$ cat config.mk
export PLATFORM = sky130hd
export DESIGN_NAME = gfx_vram_arbiter
export DESIGN_NICKNAME = d
export VERILOG_FILES = /design/src/rtl/gfx_mem_pkg.sv /design/src/rtl/host_wfifo.sv /design/src/rtl/gfx_vram_arbiter.sv
export SDC_FILE = /design/constraint.sdc
export NUM_CORES = 1
export LEC_CHECK = 0
export BUFFER_PORTS_ARGS = -buffer_cell sky130_fd_sc_hd__buf_4
export CORE_MARGIN = 8
export CORE_UTILIZATION = 55
export CTS_CLUSTER_SIZE = 20
export DETAILED_ROUTE_END_ITERATION = 6
export PLACE_DENSITY = 0.79
export SYNTH_ARGS = -nofsm -noshare
export SYNTH_HDL_FRONTEND = slang
export SYNTH_SLANG_ARGS = --single-unit
$ cat constraint.sdc
create_clock -name clk -period 14.3 [get_ports clk]
set_input_delay 2.86 -clock clk [delete_from_list [all_inputs] [get_ports clk]]
set_output_delay 2.86 -clock clk [all_outputs]
set_load 0.05 [all_outputs]
$ cat src/rtl/gfx_mem_pkg.sv
// Shared types and host address map for the graphics memory port-1 arbiter.
// The decode turns a unified host word address into {hit, memory, local address}.
package gfx_mem_pkg;

    typedef enum logic [2:0] {
        MEM_TB  = 3'd0,
        MEM_TG  = 3'd1,
        MEM_SG  = 3'd2,
        MEM_PAL = 3'd3,
        MEM_OAM = 3'd4
    } mem_idx_e;

    localparam int NUM_MEMS = 5;

    localparam logic [15:0] TB_BASE  = 16'h0000, TB_SIZE  = 16'h012C;
    localparam logic [15:0] OAM_BASE = 16'h0200, OAM_SIZE = 16'h0100;
    localparam logic [15:0] PAL_BASE = 16'h0300, PAL_SIZE = 16'h0008;
    localparam logic [15:0] TG_BASE  = 16'h0800, TG_SIZE  = 16'h0800;
    localparam logic [15:0] SG_BASE  = 16'h1000, SG_SIZE  = 16'h0800;

    typedef struct packed {
        mem_idx_e    idx;
        logic [10:0] addr;
        logic [31:0] data;
    } wr_entry_t;

    typedef struct packed {
        logic        hit;
        mem_idx_e    idx;
        logic [10:0] addr;
    } dec_t;

    // Offset wraps to a large value below base, so one compare covers both bounds.
    function automatic logic in_range(input logic [15:0] a, input logic [15:0] base,
                                      input logic [15:0] size);
        logic [15:0] off;
        off = a - base;
        return off < size;
    endfunction

    function automatic logic [10:0] local_addr(input logic [15:0] a, input logic [15:0] base);
        logic [15:0] off;
        off = a - base;
        return off[10:0];
    endfunction

    function automatic dec_t decode(input logic [15:0] a);
        dec_t d;
        d = '{hit: 1'b0, idx: MEM_TB, addr: 11'd0};
        if (in_range(a, TB_BASE, TB_SIZE))
            d = '{hit: 1'b1, idx: MEM_TB, addr: local_addr(a, TB_BASE)};
        else if (in_range(a, OAM_BASE, OAM_SIZE))
            d = '{hit: 1'b1, idx: MEM_OAM, addr: local_addr(a, OAM_BASE)};
        else if (in_range(a, PAL_BASE, PAL_SIZE))
            d = '{hit: 1'b1, idx: MEM_PAL, addr: local_addr(a, PAL_BASE)};
        else if (in_range(a, TG_BASE, TG_SIZE))
            d = '{hit: 1'b1, idx: MEM_TG, addr: local_addr(a, TG_BASE)};
        else if (in_range(a, SG_BASE, SG_SIZE))
            d = '{hit: 1'b1, idx: MEM_SG, addr: local_addr(a, SG_BASE)};
        return d;
    endfunction

endpackage

$ cat src/rtl/host_wfifo.sv
// Synchronous FIFO for decoded host writes; push is ignored when full, pop when empty.
// Power-of-two DEPTH lets the pointers wrap naturally.
module host_wfifo #(
    parameter int DEPTH = 4,
    parameter int W     = 8
) (
    input  logic         clk,
    input  logic         rst_n,
    input  logic         push,
    input  logic [W-1:0] wdata,
    input  logic         pop,
    output logic [W-1:0] rdata,
    output logic         full,
    output logic         empty
);
    localparam int AW = $clog2(DEPTH);

    logic [W-1:0]  mem_q [DEPTH];
    logic [AW-1:0] wr_ptr_q, wr_ptr_d;
    logic [AW-1:0] rd_ptr_q, rd_ptr_d;
    logic [AW:0]   count_q, count_d;
    logic          do_push, do_pop;

    assign full  = (count_q == (AW+1)'(DEPTH));
    assign empty = (count_q == '0);
    assign rdata = mem_q[rd_ptr_q];

    always_comb begin
        do_push  = push & ~full;
        do_pop   = pop & ~empty;
        wr_ptr_d = wr_ptr_q + AW'(do_push);
        rd_ptr_d = rd_ptr_q + AW'(do_pop);
        count_d  = count_q + (AW+1)'(do_push) - (AW+1)'(do_pop);
    end

    always_ff @(posedge clk or negedge rst_n) begin
        if (!rst_n) begin
            wr_ptr_q <= '0;
            rd_ptr_q <= '0;
            count_q  <= '0;
        end else begin
            wr_ptr_q <= wr_ptr_d;
            rd_ptr_q <= rd_ptr_d;
            count_q  <= count_d;
        end
    end

    // Storage needs no reset; count gates every read of it.
    always_ff @(posedge clk) begin
        if (do_push) mem_q[wr_ptr_q] <= wdata;
    end

endmodule

$ cat src/rtl/gfx_vram_arbiter.sv
// Shares port 1 of the five graphics memories between buffered host writes and renderer
// reads: renderer first during active video, host first during blanking.
module gfx_vram_arbiter
    import gfx_mem_pkg::*;
#(
    parameter int FIFO_DEPTH = 4,
    parameter int HADDR_W    = 13
) (
    input  logic               clk,
    input  logic               rst_n,
    input  logic               blank,
    input  logic               host_valid,
    output logic               host_ready,
    input  logic [HADDR_W-1:0] host_addr,
    input  logic [31:0]        host_wdata,
    output logic               host_err,
    input  logic               rend_req,
    input  logic [2:0]         rend_sel,
    input  logic [10:0]        rend_addr,
    output logic               rend_grant,
    output logic               rend_rvalid,
    output logic [2:0]         rend_rsel,
    output logic [4:0]         m_we,
    output logic [10:0]        m_addr,
    output logic [31:0]        m_wdata
);
    dec_t      dec;
    wr_entry_t push_entry, head;
    logic      fifo_full, fifo_empty;
    logic      accept, push, pop;

    logic            blank_q;
    logic [4:0]      m_we_q, m_we_d;
    logic [10:0]     m_addr_q, m_addr_d;
    logic [31:0]     m_wdata_q, m_wdata_d;
    logic            host_err_q, host_err_d;
    logic [1:0]      vld_pipe_q, vld_pipe_d;
    logic [1:0][2:0] rsel_pipe_q, rsel_pipe_d;

    host_wfifo #(
        .DEPTH (FIFO_DEPTH),
        .W     ($bits(wr_entry_t))
    ) u_wfifo (
        .clk   (clk),
        .rst_n (rst_n),
        .push  (push),
        .wdata (push_entry),
        .pop   (pop),
        .rdata (head),
        .full  (fifo_full),
        .empty (fifo_empty)
    );

    assign host_ready = ~fifo_full;
    assign rend_grant = rst_n & rend_req & (~blank_q | fifo_empty);

    always_comb begin
        dec        = decode(16'(host_addr));
        accept     = host_valid & host_ready;
        push       = accept & dec.hit;
        push_entry = '{idx: dec.idx, addr: dec.addr, data: host_wdata};
        host_err_d = accept & ~dec.hit;
        // The FIFO takes every cycle the renderer does not.
        pop        = ~fifo_empty & (blank_q | ~rend_req);

        m_we_d    = '0;
        m_addr_d  = rend_addr;
        m_wdata_d = m_wdata_q;
        if (pop) begin
            m_we_d    = 5'b00001 << head.idx;
            m_addr_d  = head.addr;
            m_wdata_d = head.data;
        end

        vld_pipe_d  = {vld_pipe_q[0], rend_grant};
        rsel_pipe_d = {rsel_pipe_q[0], rend_sel};
    end

    always_ff @(posedge clk or negedge rst_n) begin
        if (!rst_n) begin
            blank_q     <= 1'b0;
            m_we_q      <= '0;
            m_addr_q    <= '0;
            m_wdata_q   <= '0;
            host_err_q  <= 1'b0;
            vld_pipe_q  <= '0;
            rsel_pipe_q <= '0;
        end else begin
            blank_q     <= blank;
            m_we_q      <= m_we_d;
            m_addr_q    <= m_addr_d;
            m_wdata_q   <= m_wdata_d;
            host_err_q  <= host_err_d;
            vld_pipe_q  <= vld_pipe_d;
            rsel_pipe_q <= rsel_pipe_d;
        end
    end

    assign m_we        = m_we_q;
    assign m_addr      = m_addr_q;
    assign m_wdata     = m_wdata_q;
    assign host_err    = host_err_q;
    assign rend_rvalid = vld_pipe_q[1];
    assign rend_rsel   = rsel_pipe_q[1];

endmodule

==> metrics.csv, run 1 <==
stage;metric;value;unit
setup_path;worst r2r src;u_wfifo.count_q[1]$_DFF_PN0_;
setup_path;CP endpoint kind;output port;
clock_tree;clock-pin transition on the worst setup and hold timing paths;60;ps
power;P per Cell Area;213;nW/um^2
floorplan;IO Count;119;
final_layout;final core utilization;67.3;%
synthesis;Post-synth EDFFs;184;
global_routing;gr ovfl total;0;
final_layout;ant diodes;0;
sta;Slew Limit Fails;0;
global_routing;Global Route Usage Sum;16.8;%
floorplan;core area;17100;sq um
synthesis;post-synthesis register bit count;249;
drt;DRT Pass-1 Iters;5;
floorplan;Initial Utilization;55.6;%
clock_tree;clock root cell;clkbuf_16;
floorplan;die area;21700;sq um
place;Final HPWL DP;11300;um
place;GP Congestion;0.842;
drt;final wirelength;18200;um
sta;fmax;153;MHz
drt;DRC Markers;0;
drt;Antenna Nets Post-Route;0;
floorplan;Die Span Y;147;um
final_layout;Final nets;668;
drt;drt wl/cell;21.8;um
clock_tree;hold_buf cts;0;
synthesis;average size of a mapped cell;21.1;sq um
sta;period utilization;45.6;%
drt;initial drt markers;181;
final_layout;area grow syn2layout;20.9;%
power;VDD IR max;0.118;mV
power;Leak Pwr;0.00432;uW
setup_path;WS Path Type;input pin to output port;
synthesis;Yosys warning total;0;
synthesis;sequential fraction of the synthesis area;75.3;%
drt;Via Count;4727;
global_routing;first-pass GRT wire length;28500;um
run_status;status;finished clean;
sta;Fin. Hold Viols;0;
sta;Finish-stage setup viols;0;
sta;worst clock skew;9.85;ps
sta;Tmin final;6530;ps
clock_tree;H-tree levels;1;
setup_path;WP data required;11440;ps
synthesis;Cell Area, Synth;9490;sq um
sta;relative slew slack;36.2;%
job;# Max-Cap Violations;0;
place;IO buf count;118;
clock_tree;post-cts sizing count;0;
global_routing;pin count of the biggest net entering global routing;49;
clock_tree;CTS buffer count;24;
synthesis;post-synth cell types;44;
sta;worst slew pin tran;957;ps
clock_tree;post-CTS setup buffers;0;
clock_tree;clock sink total;249;
hold_path;Worst Hold Class;register to register;
setup_path;CP arrival;3670;ps
global_routing;initial antenna violation count;0;
final_layout;share of cells above drive strength 1;44.4;%
synthesis;Syn Nets;528;
setup_path;Critical Path Start;rst_n;
setup_path;Worst setup SP type;input pin;
hold_path;hold path start;rsel_pipe_d[5]$_DFF_PN0_;
sta;final setup TNS;0;ps
clock_tree;CTS tree;done;
synthesis;Post-synth top flop;edfxtp_1;
sta;RSZ-0062 raised after global routing;no;
global_routing;vias in the first global route;5183;
synthesis;Mapped Cells;450;
setup_path;critical path peak fanout;27;
floorplan;width of the die;147;um
synthesis;ys async rst share;26.1;%
clock_tree;clock tree buffer depth;3;
drt;vias per cell;5.67;
final_layout;Fillers;1125;
clock_tree;Clock Latency Late Sink;510;ps
floorplan;row count;48;
-- state kept, by name (all words and copies together), names as in the netlist --
signal and cells:
u_wfifo.mem_q 184, rend_rsel 3, m_wdata 32, vld_pipe_q 2, u_wfifo.rd_ptr_q 2, m_addr 11
u_wfifo.wr_ptr_q 2, host_err 1, blank_q 1, rsel_pipe_d 3, u_wfifo.count_q 3, m_we 5
-- cell usage in the layout, fill, tap and decap left out, types with 2 or more instances in the layout --
cell type  instances
nor4_2             2
ha_1              13
mux4_2            46
dfrtp_1           63
clkbuf_1           8
o211a_1            3
o21ai_0            3
and2_1             8
edfxtp_1         184
a21oi_1            2
and3_1             2
clkbuf_8           3
xor2_1             2
nor2_1            13
clkinv_2           3
mux2_2            43
clkbuf_16         25
inv_1             10
bufinv_16          2
xnor2_1            2
nand2_1            6
a211oi_1           2
nor3_1             4
clkinv_1           3
buf_4            129
-- layer usage --
metal,GRT usage (%),up-vias,wire (um)
met5,0,-,0
met4,5.05,0,337
met2,29.7,164,9560
li1,-,2072,-
met1,20.8,2465,7350
met3,2.77,26,962
-- per-stage QoR --
stage	instances	setup WS, ps	area, sq um	hold WS (ps)	total power (uW)
final	833	7770	11500	350	2440
after global routing	833	7680	11500	360	2550
after CTS	833	7730	11500	353	2470
after detailed placement	789	7730	10700	336	1850
after global placement	789	7740	10700	332	1820
after floorplan	450	5170	9490	331	1610
-- kinds of logic after synthesis --
logic type | after synthesis | synth area share, %
flops | 249 | 75.3
mux | 89 | 16.0
simple gates | 48 | 3.12
buf+inv | 26 | 1.42
compound gates | 20 | 1.79
fa+ha+maj | 14 | 1.92
xor+xnor | 4 | 0.369
-- report_power, final --
| group | total (uW) | internal, uW | switching, uW |
|---|---|---|---|
| sequential | 1040 | 929 | 115 |
| combinational | 781 | 331 | 451 |
| clock | 620 | 372 | 248 |
| total | 2440 | 1630 | 813 |
-- cell type report --
| type | instances | area, sq um | share of cell area, % |
|---|---|---|---|
| multi-input combinational | 175 | 2240 | 19.5 |
| sequential | 249 | 7160 | 62.4 |
| clock inverter | 8 | 86.3 | 0.752 |
| tap | 225 | 282 | 2.45 |
| clock buffer | 36 | 697 | 6.07 |
| inverter | 11 | 41.3 | 0.360 |
| timing repair buffer | 129 | 968 | 8.44 |
-- path summary, 6_finish.rpt --
path                                                endpoint  slack, ps  cells past startpoint
worst max-delay path                              rend_grant       7770                      3
worst min-delay path                  rend_rsel[2]$_DFF_PN0_        350                      0
worst max register to register  u_wfifo.count_q[2]$_DFF_PN0_      11620                     10
worst min register to register        rend_rsel[2]$_DFF_PN0_        350                      0
max in group asynchronous             m_wdata[4]$_DFFE_PN0P_      11100                      2
min in group asynchronous             m_wdata[0]$_DFFE_PN0P_       2300                      1
-- worst max-delay path, stage by stage --
cell and delay (ps):
buf_4 360, o211a_1 240, buf_4 200
-- synthesized netlist by cell type (2+ instances only) --
| master | count | share of area (%) |
|---|---|---|
| and3_1 | 2 | 0.13 |
| nor4_1 | 2 | 0.13 |
| clkbuf_1 | 4 | 0.16 |
| mux4_2 | 46 | 11 |
| o21ai_0 | 3 | 0.16 |
| a211oi_1 | 2 | 0.16 |
| buf_6 | 4 | 0.47 |
| dfrtp_1 | 65 | 17 |
| nor2_1 | 13 | 0.51 |
| a21oi_1 | 3 | 0.16 |
| ha_1 | 13 | 1.7 |
| edfxtp_1 | 184 | 58 |
| nand2_1 | 6 | 0.24 |
| mux2_2 | 43 | 5.1 |
| buf_2 | 6 | 0.32 |
| o211a_1 | 3 | 0.32 |
| nor4b_1 | 2 | 0.18 |
| inv_1 | 10 | 0.40 |
| xor2_1 | 2 | 0.18 |
| nor3_1 | 5 | 0.26 |
| xnor2_1 | 2 | 0.18 |
| and2_1 | 8 | 0.53 |
Note: power is estimated with default switching activity, not from simulation.
==> run 2, diff against run 1 <==
clock period = 6.1 ns   (was 14.3 ns; I/O delays follow)
==> metrics.csv, run 2 (synthesis gave the netlist of run 1 again) <==
stage;metric;value;unit;change
clock_tree;clock root cell;clkbuf_16;;
job;# Max-Cap Violations;0;;unchanged
setup_path;WP data required;6240;ps;-5200 ps
setup_path;max incr delay on CP;720;ps;+360 ps
run_status;status;finished clean;;
power;P per Cell Area;506;nW/um^2;+140%
sta;fmax;267;MHz;
drt;DRT Pass-1 Iters;6;;+1
sta;relative slew slack;36.3;%;+0.13 points
floorplan;row count;48;;unchanged
clock_tree;CTS tree;done;;
drt;Antenna Nets Post-Route;0;;unchanged
sta;worst slew pin tran;948;ps;-9.02 ps
final_layout;commonest non-fill, non-tap cell in the layout;edfxtp_1;;
final_layout;area grow syn2layout;21.8;%;
setup_path;Slowest cell on crit path;nor4_4;;
power;Seq pwr share;41.8;%;-0.9 points
sta;period utilization;61.3;%;
hold_path;Worst Hold Class;register to register;;
global_routing;pin count of the biggest net entering global routing;48;;-2.0%
clock_tree;post-CTS setup buffers;0;;unchanged
global_routing;vias in the first global route;5313;;+2.5%
power;part of the power in the clock network;26.7;%;+1.3 points
final_layout;share of cells above drive strength 1;45.0;%;+0.58 points
final_layout;Fillers;1123;;-0.18%
final_layout;post-route cell area;11600;sq um;+0.75%
drt;final wirelength;18600;um;+2.1%
clock_tree;Clock Latency Late Sink;510;ps;about the same
place;Final HPWL DP;11600;um;+2.7%
clock_tree;CTS buffer count;25;;+4.2%
power;Sw Ratio;33.0;%;-0.23 points
power;VDD IR max;0.359;mV;+210%
final_layout;Top reg by flops;u_wfifo.mem_q;;
power;Leak Pwr;0.00436;uW;+0.93%
place;placed cell areas;10700;sq um;about the same
final_layout;ant diodes;0;;unchanged
floorplan;die area;21700;sq um;unchanged
final_layout;most frequent cells in the layout;184 x edfxtp_1, 128 x buf_4, 63 x dfrtp_1;;
place;GP Congestion;0.861;;+2.3%
place;placed insts;788;;-0.13%
sta;Tmin final;3740;ps;
drt;Via Count;4719;;-0.17%
setup_path;Worst setup SP type;input pin;;
sta;RSZ-0062 raised after global routing;no;;
final_layout;Cell Count, Final, Fillers Out;834;;+0.12%
sta;Finish-stage setup viols;0;;unchanged
power;combinational share of power;31.5;%;-0.5 points
global_routing;gr ovfl total;0;;unchanged
sta;Fin. Hold Viols;0;;unchanged
setup_path;WS Path Type;input pin to register;;
floorplan;Die Span Y;147;um;unchanged
floorplan;IO Count;119;;unchanged
power;Int Pwr;3920;uW;+140%
clock_tree;clock tree buffer depth;3;;unchanged
floorplan;Initial Utilization;55.6;%;unchanged
final_layout;Final nets;668;;unchanged
clock_tree;post-cts sizing count;0;;unchanged
clock_tree;hold_buf cts;0;;unchanged
drt;initial drt markers;365;;+100%
setup_path;CP arrival;3890;ps;+220 ps
sta;worst clock skew;9.88;ps;+0.0312 ps
setup_path;R2R cell count;5;;-5
final_layout;max reg flops;184;;unchanged
floorplan;core area;17100;sq um;unchanged
drt;drt wl/cell;22.3;um;+2.0%
sta;Slew Limit Fails;0;;unchanged
setup_path;CP endpoint kind;register;;
floorplan;width of the die;147;um;unchanged
setup_path;most used cell, CP;buf_4;;
place;IO buf count;118;;unchanged
clock_tree;clock-pin transition on the worst setup and hold timing paths;60;ps;about the same
global_routing;Global Route Usage Sum;17.4;%;+0.63 points
sta;final setup TNS;0;ps;unchanged
drt;DRC Markers;0;;unchanged
global_routing;initial antenna violation count;0;;unchanged
setup_path;critical path peak fanout;33;;+22%
drt;vias per cell;5.66;;-0.29%
clock_tree;H-tree levels;1;;unchanged
power;P_sw;1930;uW;+140%
global_routing;first-pass GRT wire length;29500;um;+3.4%
clock_tree;clock sink total;249;;unchanged
setup_path;Cell Chain, Critical Path;buf_4, ha_1, nor4b_1, o211a_1, nor3_4, nor4_4, buf_4;;
hold_path;Worst Hold Depth;0;;unchanged
-- run 2: metrics by stage --
stage	total power (uW)	hold WS [ps]	util (%)	setup slack [ps]
6_report	5850	347	67.8	2360
5_1_grt	6100	359	67.8	2240
4_1_cts	5920	349	67.8	2410
3_5_place_dp	4350	336	62.7	1900
3_3_place_gp	4290	332	62.7	2000
2_1_floorplan	3770	331	-	265
-- run 2: final timing paths --
kind	startpoint	end	slack (ps)
setup / recovery	host_addr[8]	u_wfifo.mem_q[0][10]$_DFFE_PP_	2360
hold / removal	rsel_pipe_d[3]$_DFF_PN0_	rend_rsel[0]$_DFF_PN0_	350
max in group asynchronous	rst_n	u_wfifo.count_q[1]$_DFF_PN0_	4520
min in group asynchronous	rst_n	m_wdata[15]$_DFFE_PN0P_	640
setup reg to reg	u_wfifo.count_q[1]$_DFF_PN0_	u_wfifo.mem_q[0][10]$_DFFE_PP_	3390
hold reg to reg	rsel_pipe_d[3]$_DFF_PN0_	rend_rsel[0]$_DFF_PN0_	350
-- run 2: power by group through the flow --
stage	combinational (uW)	clock, uW	sequential [uW]
6_report	1840	1560	2450
4_1_cts	1870	1590	2460
5_1_grt	1940	1660	2500
3_5_place_dp	1870	0	2490
3_3_place_gp	1820	0	2470
2_1_floorplan	878	0	2900
-- run 2: final cells by class --
class / count / area (sq um) / share of cell area (%)
Sequential cell: 249 / 7160 / 61.9
Multi-Input combinational cell: 175 / 2260 / 19.5
Timing Repair Buffer: 128 / 961 / 8.31
Clock buffer: 38 / 736 / 6.36
Tap cell: 225 / 282 / 2.44
Clock inverter: 8 / 124 / 1.07
Inverter: 11 / 41.3 / 0.357
-- run 2: per-layer routing --
| metal | wire (um) | share of wire, % | GRT usage, % |
|---|---|---|---|
| met5 | 0 | 0 | 0 |
| met4 | 363 | 2.0 | 5.20 |
| met3 | 1090 | 5.9 | 3.54 |
| met2 | 9710 | 52 | 30.6 |
| met1 | 7420 | 40 | 21.4 |
-- run 2: critical path: cells and delay by family --
| family | cells | cell delay, ps |
|---|---|---|
| buffers and inverters | 2 | 710 |
| adders and majority gates | 1 | 150 |
| AOI/OAI and AO/OA | 1 | 400 |
| and+or+nand+nor | 3 | 1380 |
